## src/rtl/and_gate_arbiter.sv

```systemverilog
// Round-robin arbiter that shares one registered WIDTH-bit AND unit among NREQ requesters.
// Each transaction occupies a 3-cycle slot: IDLE (grant) -> BUSY (evaluate) -> DONE (ack).
module and_gate_arbiter #(
    parameter int NREQ  = 4,
    parameter int WIDTH = 8
) (
    input  logic                  clk,
    input  logic                  rst,
    input  logic [NREQ-1:0]       req,
    input  logic [NREQ*WIDTH-1:0] a_in,
    input  logic [NREQ*WIDTH-1:0] b_in,
    output logic [NREQ-1:0]       gnt,
    output logic [NREQ-1:0]       ack,
    output logic [WIDTH-1:0]      result,
    output logic                  busy
);

    localparam int IW = (NREQ > 1) ? $clog2(NREQ) : 1;

    typedef enum logic [1:0] {
        IDLE = 2'd0,
        BUSY = 2'd1,
        DONE = 2'd2
    } state_t;

    state_t          state;
    logic [IW-1:0]   ptr;
    logic [IW-1:0]   winner;
    logic [IW-1:0]   pick;
    logic [IW-1:0]   scan;
    logic [IW-1:0]   next_ptr;
    logic            found;
    logic [WIDTH-1:0] op_a;
    logic [WIDTH-1:0] op_b;

    function automatic logic [IW-1:0] wrap_add(input logic [IW-1:0] base, input int offset);
        int sum;
        sum = int'(base) + offset;
        if (sum >= NREQ) sum = sum - NREQ;
        return IW'(sum);
    endfunction

    // Rotating-priority search: first set request at or after ptr, wrapping.
    // NOTE: every always_comb output gets a default first so no latch is inferred.
    always_comb begin
        found = 1'b0;
        pick  = ptr;
        scan  = ptr;
        for (int i = 0; i < NREQ; i++) begin
            scan = wrap_add(ptr, i);
            if (!found && req[scan]) begin
                found = 1'b1;
                pick  = scan;
            end
        end
    end

    assign next_ptr = (winner == IW'(NREQ - 1)) ? '0 : winner + IW'(1);

    // NOTE: state is updated with non-blocking assignments only, so every
    // register samples pre-edge values regardless of statement order.
    always_ff @(posedge clk or posedge rst) begin
        if (rst) begin
            state  <= IDLE;
            ptr    <= '0;
            winner <= '0;
            op_a   <= '0;
            op_b   <= '0;
            gnt    <= '0;
            ack    <= '0;
            result <= '0;
            busy   <= 1'b0;
        end else begin
            case (state)
                IDLE: begin
                    ack <= '0;
                    if (found) begin
                        gnt    <= NREQ'(1) << pick;
                        busy   <= 1'b1;
                        winner <= pick;
                        op_a   <= a_in[pick*WIDTH +: WIDTH];
                        op_b   <= b_in[pick*WIDTH +: WIDTH];
                        state  <= BUSY;
                    end else begin
                        gnt  <= '0;
                        busy <= 1'b0;
                    end
                end
                BUSY: begin
                    result <= op_a & op_b;
                    ack    <= gnt;
                    state  <= DONE;
                end
                DONE: begin
                    ptr   <= next_ptr;
                    gnt   <= '0;
                    ack   <= '0;
                    busy  <= 1'b0;
                    state <= IDLE;
                end
                default: begin
                    gnt   <= '0;
                    ack   <= '0;
                    busy  <= 1'b0;
                    state <= IDLE;
                end
            endcase
        end
    end

endmodule

```

## config.mk

```make
export PLATFORM = sky130hd
export DESIGN_NAME = and_gate_arbiter
export DESIGN_NICKNAME = d
export VERILOG_FILES = /design/src/rtl/and_gate_arbiter.sv
export SDC_FILE = /design/constraint.sdc
export NUM_CORES = 1
export LEC_CHECK = 0
export CAP_MARGIN = 20
export CORE_ASPECT_RATIO = 0.9
export CORE_MARGIN = 2
export CORE_UTILIZATION = 47
export DETAILED_ROUTE_END_ITERATION = 10
export HOLD_SLACK_MARGIN = 0.06
export PLACE_DENSITY = 0.86
export SYNTH_ARGS = -nofsm -noshare
export SYNTH_HDL_FRONTEND = slang
export SYNTH_SLANG_ARGS = --single-unit
```

## constraint.sdc

```tcl
create_clock -name clk -period 4.85 [get_ports clk]
set_input_delay 0.485 -clock clk [delete_from_list [all_inputs] [get_ports clk]]
set_output_delay 0.485 -clock clk [all_outputs]
set_load 0.02 [all_outputs]
```

==> out/qor.txt <==
==========================================================================================
Outcome ..................................................................... complete, no violations
Setup slack of the most critical reg-to-reg path ............................      2.56 ns
Gpl congestion ..............................................................       0.8522
Layout Area Growth over Synthesis ...........................................       43.24%
CP Data Arrival Time ........................................................      2.86 ns
Routed Wire Length ..........................................................      6558 µm
Total power .................................................................   0.001719 W
Vertical extent of the die ..................................................     68.38 µm
Sum of net half-perimeters after detailed placement .........................      4652 µm
Post-detailed-route wirelength per cell .....................................     17.82 µm
DRC violation count after routing ...........................................            0
Most area-consuming cells after synthesis ................................... sky130_fd_sc_hd__dfrtp_1 (45%), sky130_fd_sc_hd__nand4_1 (7.8%), sky130_fd_sc_hd__a221oi_1 (4.5%)
Worst min-delay path class ..................................................      reg2reg
Finish-stage setup viols ....................................................            0
Row count ...................................................................           23
Required time of the critical path ..........................................      5.03 ns
Synthesized area per cell ...................................................    9.330 µm²
Clock edge transition at the registers on the reported setup and hold paths .      0.08 ns
Post-synth top area share ...................................................       45.09%
Share of final-layout standard cells stronger than drive strength 1 .........       7.190%
Fin nets ....................................................................          376
Synthesized netlist cell count ..............................................          232
Part of the Yosys area used for sequential elements .........................       45.09%
CP Capture Type .............................................................     register
Worst hold stages ...........................................................            2
Final clock skew ............................................................   0.01091 ns
Hold Vio Cnt, Final .........................................................            0
Library cell with the largest summed area after synthesis ................... sky130_fd_sc_hd__dfrtp_1
Top delay family on crit path ............................................... buffers and inverters
Die width ...................................................................     75.54 µm
Grt ovf .....................................................................            0
H-tree depth ................................................................            2
Yosys Warn Count ............................................................            0
Count of cells resized by post-cts repair ...................................            0
Number of placed I/O pins ...................................................           87
Maximum vdd ir drop .........................................................     382.5 µV
Total GRT Usage .............................................................       26.19%
IO buf count ................................................................           86
Yosys cell types ............................................................           43
Max stage delay on crit path ................................................      0.64 ns
First-pass GRT wire length ..................................................     10110 µm
Final core utilization ......................................................       69.96%
Worst R2R Path Depth ........................................................            5
Leakage Power ...............................................................     1.276 nW
Measured slew at the worst slew-check pin ...................................     1.045 ns
Max Fclk ....................................................................    372.6 MHz
Clk_lat worst skew ..........................................................      0.30 ns
Pin count of the biggest net entering global routing ........................           40
Total count of max-transition violations in the final report ................            0
Initial Utilization .........................................................       48.84%
Number of global-route vias before repair ...................................         2103
Post-Route Setup TNS ........................................................         0 ns
Die footprint ............................................................... 0.005165 mm²
Sink count of the clock tree ................................................           39
Cell Area, Synth ............................................................ 0.002165 mm²
Antenna diode count .........................................................            0
Dominant cell by count in the synthesized netlist ........................... sky130_fd_sc_hd__dfrtp_1
Slowest cell on the critical path ........................................... sky130_fd_sc_hd__a211o_1
Share of synthesized flip-flops with an asynchronous set or reset ...........       100.0%
Core region area ............................................................ 0.004432 mm²
Commonest cells in the netlist .............................................. sky130_fd_sc_hd__dfrtp_1 (39), sky130_fd_sc_hd__nand4_1 (27), sky130_fd_sc_hd__nand2_1 (23), sky130_fd_sc_hd__nor2_1 (17)
Root cell of the clock tree ................................................. sky130_fd_sc_hd__clkbuf_8
DRT antenna net count .......................................................            0
Net Count, Synth ............................................................          303
Routed vias .................................................................         2293
Hold buffer count at CTS ....................................................            0
Slew HR .....................................................................       29.42%
Worst-path cell chain ....................................................... clkdlybuf4s50_1 > nor2_1 > a211o_1 > inv_1 > o22a_1
Worst Setup Start Kind ...................................................... primary input
Number of antenna violations at the first check in global routing ...........            0
Final critical-path share of the clock period ...............................       55.33%
Violation count after the first detailed-routing iteration ..................          189
Max-capacitance violation count .............................................            0
Startpoint of the worst register-to-register path ...........................       ptr[0]
Capture point of the worst reg-to-reg path ..................................      op_b[1]
Number of flip-flops and latches in the synthesized netlist .................           39
Post-CTS Repair Setup Buffers ...............................................            0
Total power per unit cell area .............................................. 554.4 mW/mm²
Period minus WS final .......................................................     2.684 ns
Number of vias per cell .....................................................        6.231
Clk buf depth ...............................................................            2
Count of buffering cells on the critical path with inverters included .......            2
Detailed-router iteration count before antenna repair .......................            6
Hold-critical path endpoint .................................................    result[2]
Number of buffers inserted during clock tree synthesis ......................            5
Leading register cell type out of synthesis ................................. sky130_fd_sc_hd__dfrtp_1
Post-synth EDFFs ............................................................            0
Layout fillers ..............................................................          369
Largest driver fanout on the critical path ..................................           22
CTS tree ....................................................................        built
Unrepaired setup endpoints after global routing .............................        false
Start-to-end type of the worst setup path ...................................       in2reg
Worst Hold Launch ...........................................................    result[2]
==========================================================================================
-- worst max-delay path by stage --
stage / startpoint / to / cells after the start
after CTS: req[2] / op_a[4] / 5
after global placement: req[3] / gnt[1] / 5
after floorplan: req[0] / gnt[1] / 7
after detailed placement: req[2] / op_a[4] / 5
after global routing: req[2] / op_a[4] / 5
final: req[2] / op_b[6] / 5
-- where the power goes --
group / internal (W) / switching [W]
registers: 0.000478 / 0.000107
clock network: 0.000101 / 0.000117
logic: 0.000389 / 0.000526
-- registers in the layout, indices dropped and copies added, names as in the netlist --
name,cells
winner,2
op_b,8
result,8
ack,4
ptr,2
busy,1
op_a,8
gnt,4
state,2
-- worst reg2reg max path, stage by stage (launching register included) --
cell and delay, ns:
sky130_fd_sc_hd__dfrtp_1 0.60, sky130_fd_sc_hd__nor3b_2 0.26, sky130_fd_sc_hd__nor3_1 0.15, sky130_fd_sc_hd__nor3_2 0.80, sky130_fd_sc_hd__nand4_1 0.19, sky130_fd_sc_hd__a31oi_1 0.22
-- through the flow --
| step | hold slack [ns] | setup WS (ns) | cell area (µm²) | std cells |
|---|---|---|---|---|
| final | 0.4666 | 2.166 | 3100 | 368 |
| after floorplan | 0.4596 | 2.950 | 2165 | 232 |
| after CTS | 0.4735 | 2.228 | 3100 | 368 |
| after global placement | 0.4485 | 1.993 | 3015 | 360 |
| after detailed placement | 0.4550 | 1.920 | 3015 | 360 |
| after global routing | 0.4912 | 1.987 | 3100 | 368 |
-- layer usage --
layer	up-vias	global-route usage, %	part of all wire [%]
met5	-	0	0
met1	1127	34.73	41
met2	124	43.70	51
met4	0	7.456	1.5
li1	1030	-	-
met3	12	5.007	6.7
-- cell usage in the layout (no fill, tap or decap), types with 2 or more instances in the layout --
master                            Yosys  layout
sky130_fd_sc_hd__a21o_1               5       5
sky130_fd_sc_hd__a21oi_1              5       5
sky130_fd_sc_hd__a21oi_2              5       5
sky130_fd_sc_hd__a221o_1              5       5
sky130_fd_sc_hd__a221oi_1            11      11
sky130_fd_sc_hd__a31oi_1             12      12
sky130_fd_sc_hd__and2_1               4       4
sky130_fd_sc_hd__buf_4                2       3
sky130_fd_sc_hd__clkbuf_8             0       5
sky130_fd_sc_hd__clkdlybuf4s50_1      0      86
sky130_fd_sc_hd__dfrtp_1             39      39
sky130_fd_sc_hd__inv_1                4       4
sky130_fd_sc_hd__nand2_1             23      23
sky130_fd_sc_hd__nand2b_1             6       6
sky130_fd_sc_hd__nand3_1              9       9
sky130_fd_sc_hd__nand4_1             27      27
sky130_fd_sc_hd__nor2_1              17      17
sky130_fd_sc_hd__nor3_1               3       3
sky130_fd_sc_hd__o21ai_1              2       2
sky130_fd_sc_hd__o22a_1               5       5
sky130_fd_sc_hd__o31ai_1              7       7
-- area by class of cell --
cell class / instances / area (µm²) / area share (%)
flip-flops and latches: 39 / 975.9 / 31.48
clock inverters: 2 / 12.51 / 0.4036
well taps: 62 / 77.57 / 2.502
clock buffers: 6 / 72.57 / 2.341
inverters: 4 / 15.01 / 0.4843
repair buffers: 89 / 883.3 / 28.49
multi-input cells: 166 / 1064 / 34.30
-- cells by family (layout without fill, tap and decap cells) --
kind of cell | after synthesis | count (layout) | synth area share (%)
AND/OR/NAND/NOR | 101 | 101 | 25.38
AO/OA/AOI/OAI | 63 | 63 | 22.31
flip-flops | 39 | 39 | 45.09
buffers and inverters | 27 | 101 | 6.126
adder cells (fa/ha/maj) | 1 | 1 | 0.5779
multiplexers | 1 | 1 | 0.5202
Note: power is estimated with default switching activity, not from simulation.
